File: src/rtl/dma_program_sequencer_if.sv
// Opcode intake and register-write bus between the CPU decode stage, the
// program sequencer and the DMA controller.
interface dma_program_sequencer_if #(
  parameter int DATA_W = 32,
  parameter int ADDR_W = 8,
  parameter int MOVE_W = 16
);
  logic              op_valid;
  logic              op_ready;
  logic [5:0]        op_code;
  logic [MOVE_W-1:0] move_data;
  logic [1:0]        op_channel;
  logic              wr_valid;
  logic              wr_ready;
  logic [ADDR_W-1:0] wr_addr;
  logic [DATA_W-1:0] wr_data;
  logic              busy;
  logic              done;
  logic              err;

  // Requester side: issues opcodes and accepts register writes.
  modport master (
    output op_valid, op_code, move_data, op_channel, wr_ready,
    input  op_ready, wr_valid, wr_addr, wr_data, busy, done, err
  );

  // Sequencer side.
  modport slave (
    input  op_valid, op_code, move_data, op_channel, wr_ready,
    output op_ready, wr_valid, wr_addr, wr_data, busy, done, err
  );
endinterface

File: src/rtl/dma_program_sequencer.sv
// Expands one DMA opcode into an ordered burst of 8237 register writes,
// tracking a per-channel memory-source flag and flagging illegal requests.
module dma_program_sequencer #(
  parameter int DATA_W  = 32,
  parameter int ADDR_W  = 8,
  parameter int MOVE_W  = 16,
  parameter int NUM_CH  = 4,
  parameter int IO_BASE = 32764,
  parameter int OPC_RAW = 56,
  parameter int OPC_SRC = 57,
  parameter int OPC_DST = 58
) (
  input  logic                    clk,
  input  logic                    rst,
  dma_program_sequencer_if.slave  bus
);

  typedef enum logic [0:0] {ST_IDLE = 1'b0, ST_SEQ = 1'b1} state_t;
  typedef enum logic [2:0] {
    K_NONE    = 3'd0,
    K_RAW     = 3'd1,
    K_SRC_IO  = 3'd2,
    K_SRC_MEM = 3'd3,
    K_DST_MM  = 3'd4,
    K_DST_MI  = 3'd5,
    K_DST_SRC = 3'd6
  } kind_t;

  localparam logic [MOVE_W:0] LP_IO_BASE = (MOVE_W+1)'(IO_BASE);
  localparam logic [2:0]      LP_NUM_CH  = 3'(NUM_CH);

  function automatic logic [1:0] f_last(input kind_t k);
    logic [1:0] l;
    case (k)
      K_SRC_IO:  l = 2'd3;
      K_SRC_MEM: l = 2'd2;
      K_DST_MM:  l = 2'd2;
      K_DST_MI:  l = 2'd1;
      default:   l = 2'd0;
    endcase
    return l;
  endfunction

  function automatic logic [ADDR_W-1:0] f_step_addr(input kind_t k, input logic [1:0] idx,
                                                    input logic [1:0] ch);
    logic [4:0] a;
    a = 5'd0;
    case (k)
      K_RAW: a = 5'd1;
      K_SRC_IO: begin
        case (idx)
          2'd0:    a = 5'd7;
          2'd1:    a = 5'd11;
          2'd2:    a = 5'd10;
          default: a = 5'd12;
        endcase
      end
      K_SRC_MEM: begin
        case (idx)
          2'd0:    a = {2'b00, ch, 1'b0};
          2'd1:    a = 5'd11;
          default: a = 5'd12;
        endcase
      end
      K_DST_MM: begin
        case (idx)
          2'd0:    a = 5'd13;
          2'd1:    a = 5'd7;
          default: a = 5'd12;
        endcase
      end
      K_DST_MI:  a = (idx == 2'd0) ? 5'd10 : 5'd7;
      K_DST_SRC: a = {2'b00, ch, 1'b0};
      default:   a = 5'd0;
    endcase
    return ADDR_W'(a);
  endfunction

  function automatic logic [DATA_W-1:0] f_step_data(input kind_t k, input logic [1:0] idx,
                                                    input logic [1:0] ch,
                                                    input logic [MOVE_W-1:0] md);
    logic       use_md;
    logic [7:0] c;
    use_md = 1'b0;
    c      = 8'h00;
    case (k)
      K_RAW: use_md = 1'b1;
      K_SRC_IO: begin
        case (idx)
          2'd0:    c = 8'h80;
          2'd1:    c = {6'd0, ch};
          2'd2:    c = 8'h08 | {6'd0, ch};
          default: c = 8'h04 | {6'd0, ch};
        endcase
      end
      K_SRC_MEM: begin
        case (idx)
          2'd0:    use_md = 1'b1;
          2'd1:    c = {6'd0, ch};
          default: c = 8'h04 | {6'd0, ch};
        endcase
      end
      K_DST_MM: begin
        case (idx)
          2'd0:    use_md = 1'b1;
          2'd1:    c = 8'h01;
          default: c = 8'h04 | {6'd0, ch};
        endcase
      end
      K_DST_MI:  c = (idx == 2'd0) ? (8'h04 | {6'd0, ch}) : 8'h00;
      K_DST_SRC: use_md = 1'b1;
      default:   c = 8'h00;
    endcase
    return use_md ? DATA_W'(md) : DATA_W'(c);
  endfunction

  state_t            r_state;
  logic [1:0]        r_step;
  logic [1:0]        r_last;
  kind_t             r_kind;
  logic [1:0]        r_ch;
  logic [MOVE_W-1:0] r_md;
  logic [3:0]        r_mem_src;
  logic              r_wr_valid;
  logic [ADDR_W-1:0] r_wr_addr;
  logic [DATA_W-1:0] r_wr_data;
  logic              r_err;

  logic              w_accept;
  logic              w_is_io;
  logic              w_ch_ok;
  logic              w_illegal;
  kind_t             w_kind;
  logic [3:0]        w_mem_src_nxt;
  state_t            w_state_nxt;
  logic [1:0]        w_step_nxt;
  kind_t             w_sel_kind;
  logic [1:0]        w_sel_ch;
  logic [MOVE_W-1:0] w_sel_md;
  logic              w_nxt_wr_valid;
  logic [ADDR_W-1:0] w_nxt_wr_addr;
  logic [DATA_W-1:0] w_nxt_wr_data;
  logic              w_nxt_err;

  assign w_accept = bus.op_valid && (r_state == ST_IDLE);
  assign w_is_io  = {1'b0, bus.move_data} > LP_IO_BASE;
  assign w_ch_ok  = {1'b0, bus.op_channel} < LP_NUM_CH;

  // Classify the presented opcode and work out its effect on mem_src.
  always_comb begin
    w_kind        = K_NONE;
    w_illegal     = 1'b0;
    w_mem_src_nxt = r_mem_src;
    if (!w_ch_ok) begin
      w_illegal = 1'b1;
    end else if (bus.op_code == 6'(OPC_RAW)) begin
      w_kind = K_RAW;
    end else if (bus.op_code == 6'(OPC_SRC)) begin
      w_kind = w_is_io ? K_SRC_IO : K_SRC_MEM;
      w_mem_src_nxt[bus.op_channel] = !w_is_io;
    end else if (bus.op_code == 6'(OPC_DST)) begin
      if (r_mem_src[bus.op_channel]) begin
        w_kind = w_is_io ? K_DST_MI : K_DST_MM;
        w_mem_src_nxt[bus.op_channel] = 1'b0;
      end else if (w_is_io) begin
        w_illegal = 1'b1;
      end else begin
        w_kind = K_DST_SRC;
      end
    end else begin
      w_kind = K_NONE;
    end
  end

  // State register, step index and the operands latched at accept.
  always_ff @(posedge clk or posedge rst) begin
    if (rst) begin
      r_state   <= ST_IDLE;
      r_step    <= 2'd0;
      r_last    <= 2'd0;
      r_kind    <= K_NONE;
      r_ch      <= 2'd0;
      r_md      <= '0;
      r_mem_src <= 4'd0;
    end else begin
      r_state <= w_state_nxt;
      r_step  <= w_step_nxt;
      if (w_accept && !w_illegal) begin
        r_kind    <= w_kind;
        r_last    <= f_last(w_kind);
        r_ch      <= bus.op_channel;
        r_md      <= bus.move_data;
        r_mem_src <= w_mem_src_nxt;
      end
    end
  end

  // Next-state logic: IDLE -> SEQ on a productive accept, advance per write.
  always_comb begin
    w_state_nxt = r_state;
    w_step_nxt  = r_step;
    case (r_state)
      ST_IDLE: begin
        if (w_accept && !w_illegal && (w_kind != K_NONE)) begin
          w_state_nxt = ST_SEQ;
          w_step_nxt  = 2'd0;
        end else begin
          w_state_nxt = ST_IDLE;
        end
      end
      ST_SEQ: begin
        if (bus.wr_ready && (r_step == r_last)) begin
          w_state_nxt = ST_IDLE;
          w_step_nxt  = 2'd0;
        end else if (bus.wr_ready) begin
          w_step_nxt = r_step + 2'd1;
        end else begin
          w_step_nxt = r_step;
        end
      end
      default: begin
        w_state_nxt = ST_IDLE;
        w_step_nxt  = 2'd0;
      end
    endcase
  end

  // Output decode: the write for the upcoming step, taken from the live
  // opcode while idle and from the latched copy once sequencing.
  always_comb begin
    w_sel_kind = (r_state == ST_IDLE) ? w_kind : r_kind;
    w_sel_ch   = (r_state == ST_IDLE) ? bus.op_channel : r_ch;
    w_sel_md   = (r_state == ST_IDLE) ? bus.move_data : r_md;
    w_nxt_err  = (r_state == ST_IDLE) && w_accept && w_illegal;
    if (w_state_nxt == ST_SEQ) begin
      w_nxt_wr_valid = 1'b1;
      w_nxt_wr_addr  = f_step_addr(w_sel_kind, w_step_nxt, w_sel_ch);
      w_nxt_wr_data  = f_step_data(w_sel_kind, w_step_nxt, w_sel_ch, w_sel_md);
    end else begin
      w_nxt_wr_valid = 1'b0;
      w_nxt_wr_addr  = '0;
      w_nxt_wr_data  = '0;
    end
  end

  // Registered write bus and error pulse.
  always_ff @(posedge clk or posedge rst) begin
    if (rst) begin
      r_wr_valid <= 1'b0;
      r_wr_addr  <= '0;
      r_wr_data  <= '0;
      r_err      <= 1'b0;
    end else begin
      r_wr_valid <= w_nxt_wr_valid;
      r_wr_addr  <= w_nxt_wr_addr;
      r_wr_data  <= w_nxt_wr_data;
      r_err      <= w_nxt_err;
    end
  end

  assign bus.op_ready = (r_state == ST_IDLE) && !rst;
  assign bus.busy     = (r_state == ST_SEQ);
  assign bus.done     = (r_state == ST_SEQ) && r_wr_valid && bus.wr_ready && (r_step == r_last);
  assign bus.wr_valid = r_wr_valid;
  assign bus.wr_addr  = r_wr_addr;
  assign bus.wr_data  = r_wr_data;
  assign bus.err      = r_err;

endmodule

File: src/flat_wrapper.sv
// flat-port wrapper written by rule: the top's interface ports become plain ports
module dma_program_sequencer_flat 
#(
  parameter int DATA_W  = 32,
  parameter int ADDR_W  = 8,
  parameter int MOVE_W  = 16,
  parameter int NUM_CH  = 4,
  parameter int IO_BASE = 32764,
  parameter int OPC_RAW = 56,
  parameter int OPC_SRC = 57,
  parameter int OPC_DST = 58
)
  (clk, rst, bus_op_valid, bus_op_code, bus_move_data, bus_op_channel, bus_wr_ready, bus_op_ready, bus_wr_valid, bus_wr_addr, bus_wr_data, bus_busy, bus_done, bus_err);
  dma_program_sequencer_if #(.DATA_W(DATA_W), .ADDR_W(ADDR_W), .MOVE_W(MOVE_W)) bus_i ();
  input  logic clk;
  input  logic rst;
  input wire logic [$bits(bus_i.op_valid)-1:0] bus_op_valid;
  input wire logic [$bits(bus_i.op_code)-1:0] bus_op_code;
  input wire logic [$bits(bus_i.move_data)-1:0] bus_move_data;
  input wire logic [$bits(bus_i.op_channel)-1:0] bus_op_channel;
  input wire logic [$bits(bus_i.wr_ready)-1:0] bus_wr_ready;
  output wire logic [$bits(bus_i.op_ready)-1:0] bus_op_ready;
  output wire logic [$bits(bus_i.wr_valid)-1:0] bus_wr_valid;
  output wire logic [$bits(bus_i.wr_addr)-1:0] bus_wr_addr;
  output wire logic [$bits(bus_i.wr_data)-1:0] bus_wr_data;
  output wire logic [$bits(bus_i.busy)-1:0] bus_busy;
  output wire logic [$bits(bus_i.done)-1:0] bus_done;
  output wire logic [$bits(bus_i.err)-1:0] bus_err;
  assign bus_i.op_valid = bus_op_valid;
  assign bus_i.op_code = bus_op_code;
  assign bus_i.move_data = bus_move_data;
  assign bus_i.op_channel = bus_op_channel;
  assign bus_i.wr_ready = bus_wr_ready;
  assign bus_op_ready = bus_i.op_ready;
  assign bus_wr_valid = bus_i.wr_valid;
  assign bus_wr_addr = bus_i.wr_addr;
  assign bus_wr_data = bus_i.wr_data;
  assign bus_busy = bus_i.busy;
  assign bus_done = bus_i.done;
  assign bus_err = bus_i.err;
  dma_program_sequencer #(.DATA_W(DATA_W), .ADDR_W(ADDR_W), .MOVE_W(MOVE_W), .NUM_CH(NUM_CH), .IO_BASE(IO_BASE), .OPC_RAW(OPC_RAW), .OPC_SRC(OPC_SRC), .OPC_DST(OPC_DST)) u_core (.clk(clk), .rst(rst), .bus(bus_i));
endmodule
File: config.mk
export PLATFORM = sky130hd
export DESIGN_NAME = dma_program_sequencer_flat
export DESIGN_NICKNAME = d
export VERILOG_FILES = /design/src/rtl/dma_program_sequencer_if.sv /design/src/rtl/dma_program_sequencer.sv /design/src/flat_wrapper.sv
export SDC_FILE = /design/constraint.sdc
export NUM_CORES = 1
export LEC_CHECK = 0
export ABC_CLOCK_PERIOD_IN_PS = 4019
export BUFFER_PORTS_ARGS = -buffer_cell sky130_fd_sc_hd__buf_2
export CELL_PAD_IN_SITES_DETAIL_PLACEMENT = 0
export CELL_PAD_IN_SITES_GLOBAL_PLACEMENT = 1
export CORE_ASPECT_RATIO = 1.25
export CORE_UTILIZATION = 41
export DETAILED_ROUTE_END_ITERATION = 7
export GPL_TIMING_DRIVEN = 0
export PLACE_DENSITY_LB_ADDON = 0.25
export SLEW_MARGIN = 20
export SYNTH_ARGS = -nofsm -noshare
export SYNTH_HDL_FRONTEND = slang
export SYNTH_SLANG_ARGS = --single-unit
File: constraint.sdc
create_clock -name clk -period 4.02 [get_ports clk]
set_input_delay 0.603 -clock clk [delete_from_list [all_inputs] [get_ports clk]]
set_output_delay 0.603 -clock clk [all_outputs]
set_load 0.02 [all_outputs]
Word-level counts from Yosys, hierarchy flattened
Cells that the tools add are included.
{ "word_totals": {"ff_bits": 69, "input_bits": 28, "out_inout_bits": 45, "elab_cells": 105} }
{ "classes": {"addsub": 1, "bitwise_logic": 4, "n_lt_le_gt_ge": 3, "reduce_logical": 22, "eq_ne": 16, "muxes": 48} }
{ "op_table": {"columns": ["operator", "n"], "rows": [
  ["16-bit 2-to-1 mux", 2],
  ["32-bit 2-to-1 mux", 1],
  ["8-bit case mux with 4 select lines", 1],
  ["5-bit case mux with 6 select lines", 1],
  ["8-bit case mux with 3 select lines", 1],
  ["3-bit 2-to-1 mux", 7],
  ["6-bit equality test (second input constant)", 3],
  ["16-bit by 15-bit > comparator with 1-bit output (second input constant)", 1],
  ["4-bit 2-to-1 mux", 4],
  ["4-bit case mux with 2 select lines", 2],
  ["3-bit equality test (second input constant)", 5],
  ["1-bit 2-to-1 mux", 14],
  ["3-bit by 2-bit equality test with 1-bit output (second input constant)", 4],
  ["3-bit case mux with 2 select lines", 2],
  ["4-bit case mux with 3 select lines", 1],
  ["1-bit logical AND", 11],
  ["2-bit 2-to-1 mux", 4],
  ["2-bit case mux with 3 select lines", 1],
  ["2-bit OR reduction", 3],
  ["5-bit 2-to-1 mux", 1],
  ["4-bit AND", 1],
  ["4-bit bitwise mux", 1],
  ["4-bit NOT", 1],
  ["1-bit case mux with 2 select lines", 2],
  ["16 further kinds", 20]
]} }

Longest topological paths before layout
{ "depth": {"depth_word": 17, "ltp_mapped": 15} }

Worst setup path before layout
No wires, ideal clock.
{ "synth_timing": {"path_type": "in2reg", "start": "input port bus_op_channel[0]", "end": "register u_core.r_wr_data[0] (netlist: u_core.bus.wr_data[0])", "cell_stages": 14, "t_arrival_ns": 3.457, "setup_slack_ns": 0.428, "setup_ns": 0.136, "path_buffers": 1, "path_cell_list": "buf_6 mux4_2 or3_4 o211ai_1 a31o_2 inv_1 ha_1 or3_1 nor2_1 a211oi_1 o21ba_2 a21oi_1 a311oi_1 o22ai_1"} }
{ "synth_via": {"elab_chain_len": 17, "word_cells_on_any_way": 41, "cone_classes": "8 x eq/ne; 26 x mux; 7 x reduce/logical"} }
{ "synth_lines": {"columns": ["item", "line", "source"], "rows": [
  ["from (decl)", "flat_wrapper.sv:20", "input wire logic [$bits(bus_i.op_channel)-1:0] bus_op_channel;"],
  ["1-bit binary-select mux with 2-bit select (*)", "dma_program_sequencer.sv:162", "if (r_mem_src[bus.op_channel]) begin"],
  ["1-bit 2-to-1 mux (implied by the code) (*)", "dma_program_sequencer.sv:162", null],
  ["1-bit 2-to-1 mux", "dma_program_sequencer.sv:162", null],
  ["1-bit 2-to-1 mux", "dma_program_sequencer.sv:161", "end else if (bus.op_code == 6'(OPC_DST)) begin"],
  ["1-bit 2-to-1 mux", "dma_program_sequencer.sv:158", "end else if (bus.op_code == 6'(OPC_SRC)) begin"],
  ["1-bit 2-to-1 mux", "dma_program_sequencer.sv:156", "end else if (bus.op_code == 6'(OPC_RAW)) begin"],
  ["1-bit zero test", "dma_program_sequencer.sv:204", "if (w_accept && !w_illegal && (w_kind != K_NONE)) begin"],
  ["1-bit logical AND", "dma_program_sequencer.sv:204", null],
  ["1-bit logical AND (*)", "dma_program_sequencer.sv:204", null],
  ["2-bit 2-to-1 mux (*)", "dma_program_sequencer.sv:204", null],
  ["2-bit case mux with 2 select lines (*)", "dma_program_sequencer.sv:202", "case (r_state)"],
  ["via u_core.w_step_nxt[0]", "dma_program_sequencer.sv:136", "logic [1:0] w_step_nxt;"],
  ["branches (longest 4 deep; another with 8-bit case mux with 3 select lines)", null, null],
  ["16-bit 2-to-1 mux (*)", "dma_program_sequencer.sv:114", "return use_md ? DATA_W'(md) : DATA_W'(c);"],
  ["32-bit 2-to-1 mux (*)", "dma_program_sequencer.sv:235", "if (w_state_nxt == ST_SEQ) begin"],
  ["via u_core.w_nxt_wr_data[0]", "dma_program_sequencer.sv:142", "logic [DATA_W-1:0] w_nxt_wr_data;"],
  ["to (signal assigned)", "dma_program_sequencer.sv:256", "r_wr_data <= w_nxt_wr_data;"],
  ["to (decl)", "dma_program_sequencer.sv:126", "logic [DATA_W-1:0] r_wr_data;"]
]} }
Mark *: on every way through the listed nets, which the timed path passes. The select of a mux whose other input is x is not followed.
A chain may end at the register's enable or synchronous reset.

Worst setup path in the final report
Same ends and word-level chain as after synthesis.

==> out/qor.yml <==
logic_synthesis:
  syn_area_per_cell_um2: 9.31
  yosysWarnings: 0
  synthArstFlopShare_pct: 100
  ys_types: 66
  syn_area_um2: 3170
  ys_seq_elements: 51
  synth-edff-count: 0
  netlist_instances: 340
  seq_area_frac_synth_pct: 40.3
  ys.flop_type: "dfrtp_1"
power_and_ir_drop:
  swShare_pct: 30.1
  power_density_nw_per_um2: 289
  seqPwrFrac_pct: 51.2
  p_leak_nw: 1.80
  p_sw_mw: 0.324
  comb_power_share_pct: 18.3
  p_clk_share_pct: 30.5
  p_int_mw: 0.752
  peakVddDrop_mv: 0.158
  total_power_mw: 1.08
critical_path:
  cp-start-kind: "primary input"
  path_max_fanout: 9
  worst_ep_arrival_time_ns: 3.97
  cp_cell_sequence: "buf_6 > mux4_2 > or3_4 > o211ai_1 > a31o_2 > inv_1 > ha_1 > clkbuf_1 > inv_1 > nor2_1 > a211oi_1 > o21ba_2 > a21oi_1 > a311oi_1 > o22ai_1"
  cp.required_ns: 4.26
  critPathMaxStageDelay_ns: 0.55
  critPathKind: "primary input to flip-flop"
  crit_top_cell: "inv_1"
  critPathCaptureType: "flip-flop"
  cp_slowest_cell: "mux4_2"
layout:
  areaGrowthSynthToFinish_pct: 17.7
  n_antenna_cell: 0
  drive_above_1_share_pct: 28.6
  final_common_cell: "nand2_1"
  finalNetCount: 453
  fin_cells: 511
  fin_area_um2: 3730
  final_cell_mix: "nand2_1 (71), buf_2 (54), dfrtp_1 (51)"
clock_network:
  clkSinkCount: 51
  clockRootBuffer: "clkbuf_8"
  hold_buffers: 0
  cts_made_buffers: 5
  cts_resized: 0
  clock_latency_ns: 0.31
  path_clk_slew_ns: 0.10
  htreeDepth: 2
  cts_tree: "built"
  clk_path_buf_depth: 2
  cts_setup_buffers: 0
timing:
  maxSlewHeadroom_pct: 54.3
  setup_violations: 0
  drv_slew: 0
  max_freq_ghz: 0.268
  fin_crit_sh_pct: 92.8
  hold_viol: 0
  tightest_slew_ns: 0.685
  clock-skew-final_ns: 0.00621
  rsz0062_at_grt: "no"
  period_minus_slack_ns: 3.73
  hold_slack_ns: 0.286
drt:
  ant_nets: 0
  drt_drc_violations_left: 0
  wl_per_cell_um: 14.8
  vias: 2636
  first_pass_iters: 4
  drtIter0Drc: 121
  wl_um: 7590
  via_per_inst: 5.16
global_routing:
  grt_pass1_vias: 2509
  overflow: 0
  grt_pass1_wl_um: 12300
  grt_max_degree: 33
  antenna_found_initial: 0
  grt_use_total_pct: 20.0
die:
  rows: 35
  die_w_um: 80.6
  design.portCount: 73
  die_h_um: 100
  start_util_pct: 42.5
  die-area_um2: 8080
  fp.coreArea_um2: 7440
placement:
  dp_hpwl_um: 5820
  port_buffers: 51
  dp_cells: 503
  gp_congestion: 0.833
  place_area_um2: 3630
hold_path:
  hold_class: "primary input to async pin"
run_status:
  status: "finished clean"
flow_run:
  drv_cap: 0
registers in the layout (all words and copies together) (netlist names):
signal and flops:
u_core.bus.busy 1, u_core.r_last 2, u_core.r_step 2, u_core.r_md 16
u_core.bus.wr_data 16, u_core.r_ch 2, u_core.r_kind 3, u_core.bus.err 1
u_core.r_mem_src 4, u_core.bus.wr_addr 4
power by group through the flow:
stage               Combinational (mW)  Clock [mW]  Sequential, mW
CTS                              0.198       0.334           0.551
finish                           0.197       0.328           0.551
global route                     0.219       0.356           0.554
global placement                 0.193           0           0.561
floorplan                        0.141           0           0.559
detailed placement               0.197           0           0.561
synth_stat cells, types with 5 or more instances:
master	n	area [um2]
nand2_1	71	267
dfrtp_1	51	1280
inv_1	8	30.0
nor3_1	5	25.0
nor2_2	10	62.6
nand3_1	6	30.0
nor2_1	21	78.8
mux2i_1	18	180
clkbuf_1	6	22.5
buf_4	21	158
a21oi_1	6	30.0
a31oi_1	5	31.3
o21ai_0	12	60.1
ha_1	7	87.6
layout make-up:
type | instances | area (um2)
clock buffer | 6 | 82.6
multi-input combinational | 262 | 1660
inverter | 10 | 37.5
fill | 737 | 3720
clock inverter | 2 | 16.3
sequential | 51 | 1280
tap | 92 | 115
timing repair buffer | 52 | 275
buffer | 36 | 265
metrics by stage:
stage / util, % / setup TNS (ns) / worst slack, ns
floorplan: - / 0 / 0.428
global placement: 48.5 / -0.0285 / -0.0285
detailed placement: 48.7 / -0.0606 / -0.0606
CTS: 50.1 / 0 / 0.272
global route: 50.1 / 0 / 0.0571
finish: 50.1 / 0 / 0.288
routing by layer:
metal / share of wire (%) / global-route usage, %
met1: 43 / 24.6
met2: 51 / 34.9
met3: 4.6 / 3.18
met4: 1.3 / 6.87
met5: 0 / 0
path summary, 6_finish.rpt:
path	start	endpoint	slack (ns)	depth (start not counted)
min reg2reg	u_core.r_md[11]	u_core.r_md[11]	0.48	2
max reg2reg	u_core.r_mem_src[3]	u_core.bus.wr_data[0]	0.34	14
max in group asynchronous	rst	u_core.r_kind[0]	3.20	3
min in group clk	u_core.r_md[11]	u_core.r_md[11]	0.48	2
min	rst	u_core.bus.wr_data[5]	0.29	2
max	bus_op_channel[0]	u_core.bus.wr_data[0]	0.29	15
cell families after synthesis:
group,Yosys count,synth area share (%)
fa+ha+maj,7,2.77
flops,51,40.3
simple gates,149,22.6
xor+xnor,4,1.70
other cells,1,0.118
mux,23,7.83
compound gates,59,15.1
buf+inv,46,9.57
worst max-delay path: cells and delay by family:
family,cells,cell delay (ns)
simple gates,2,0.53
compound gates,7,1.41
mux,1,0.55
fa+ha+maj,1,0.18
buf+inv,4,0.67
No activity file was read; power rests on OpenSTA's default activity.
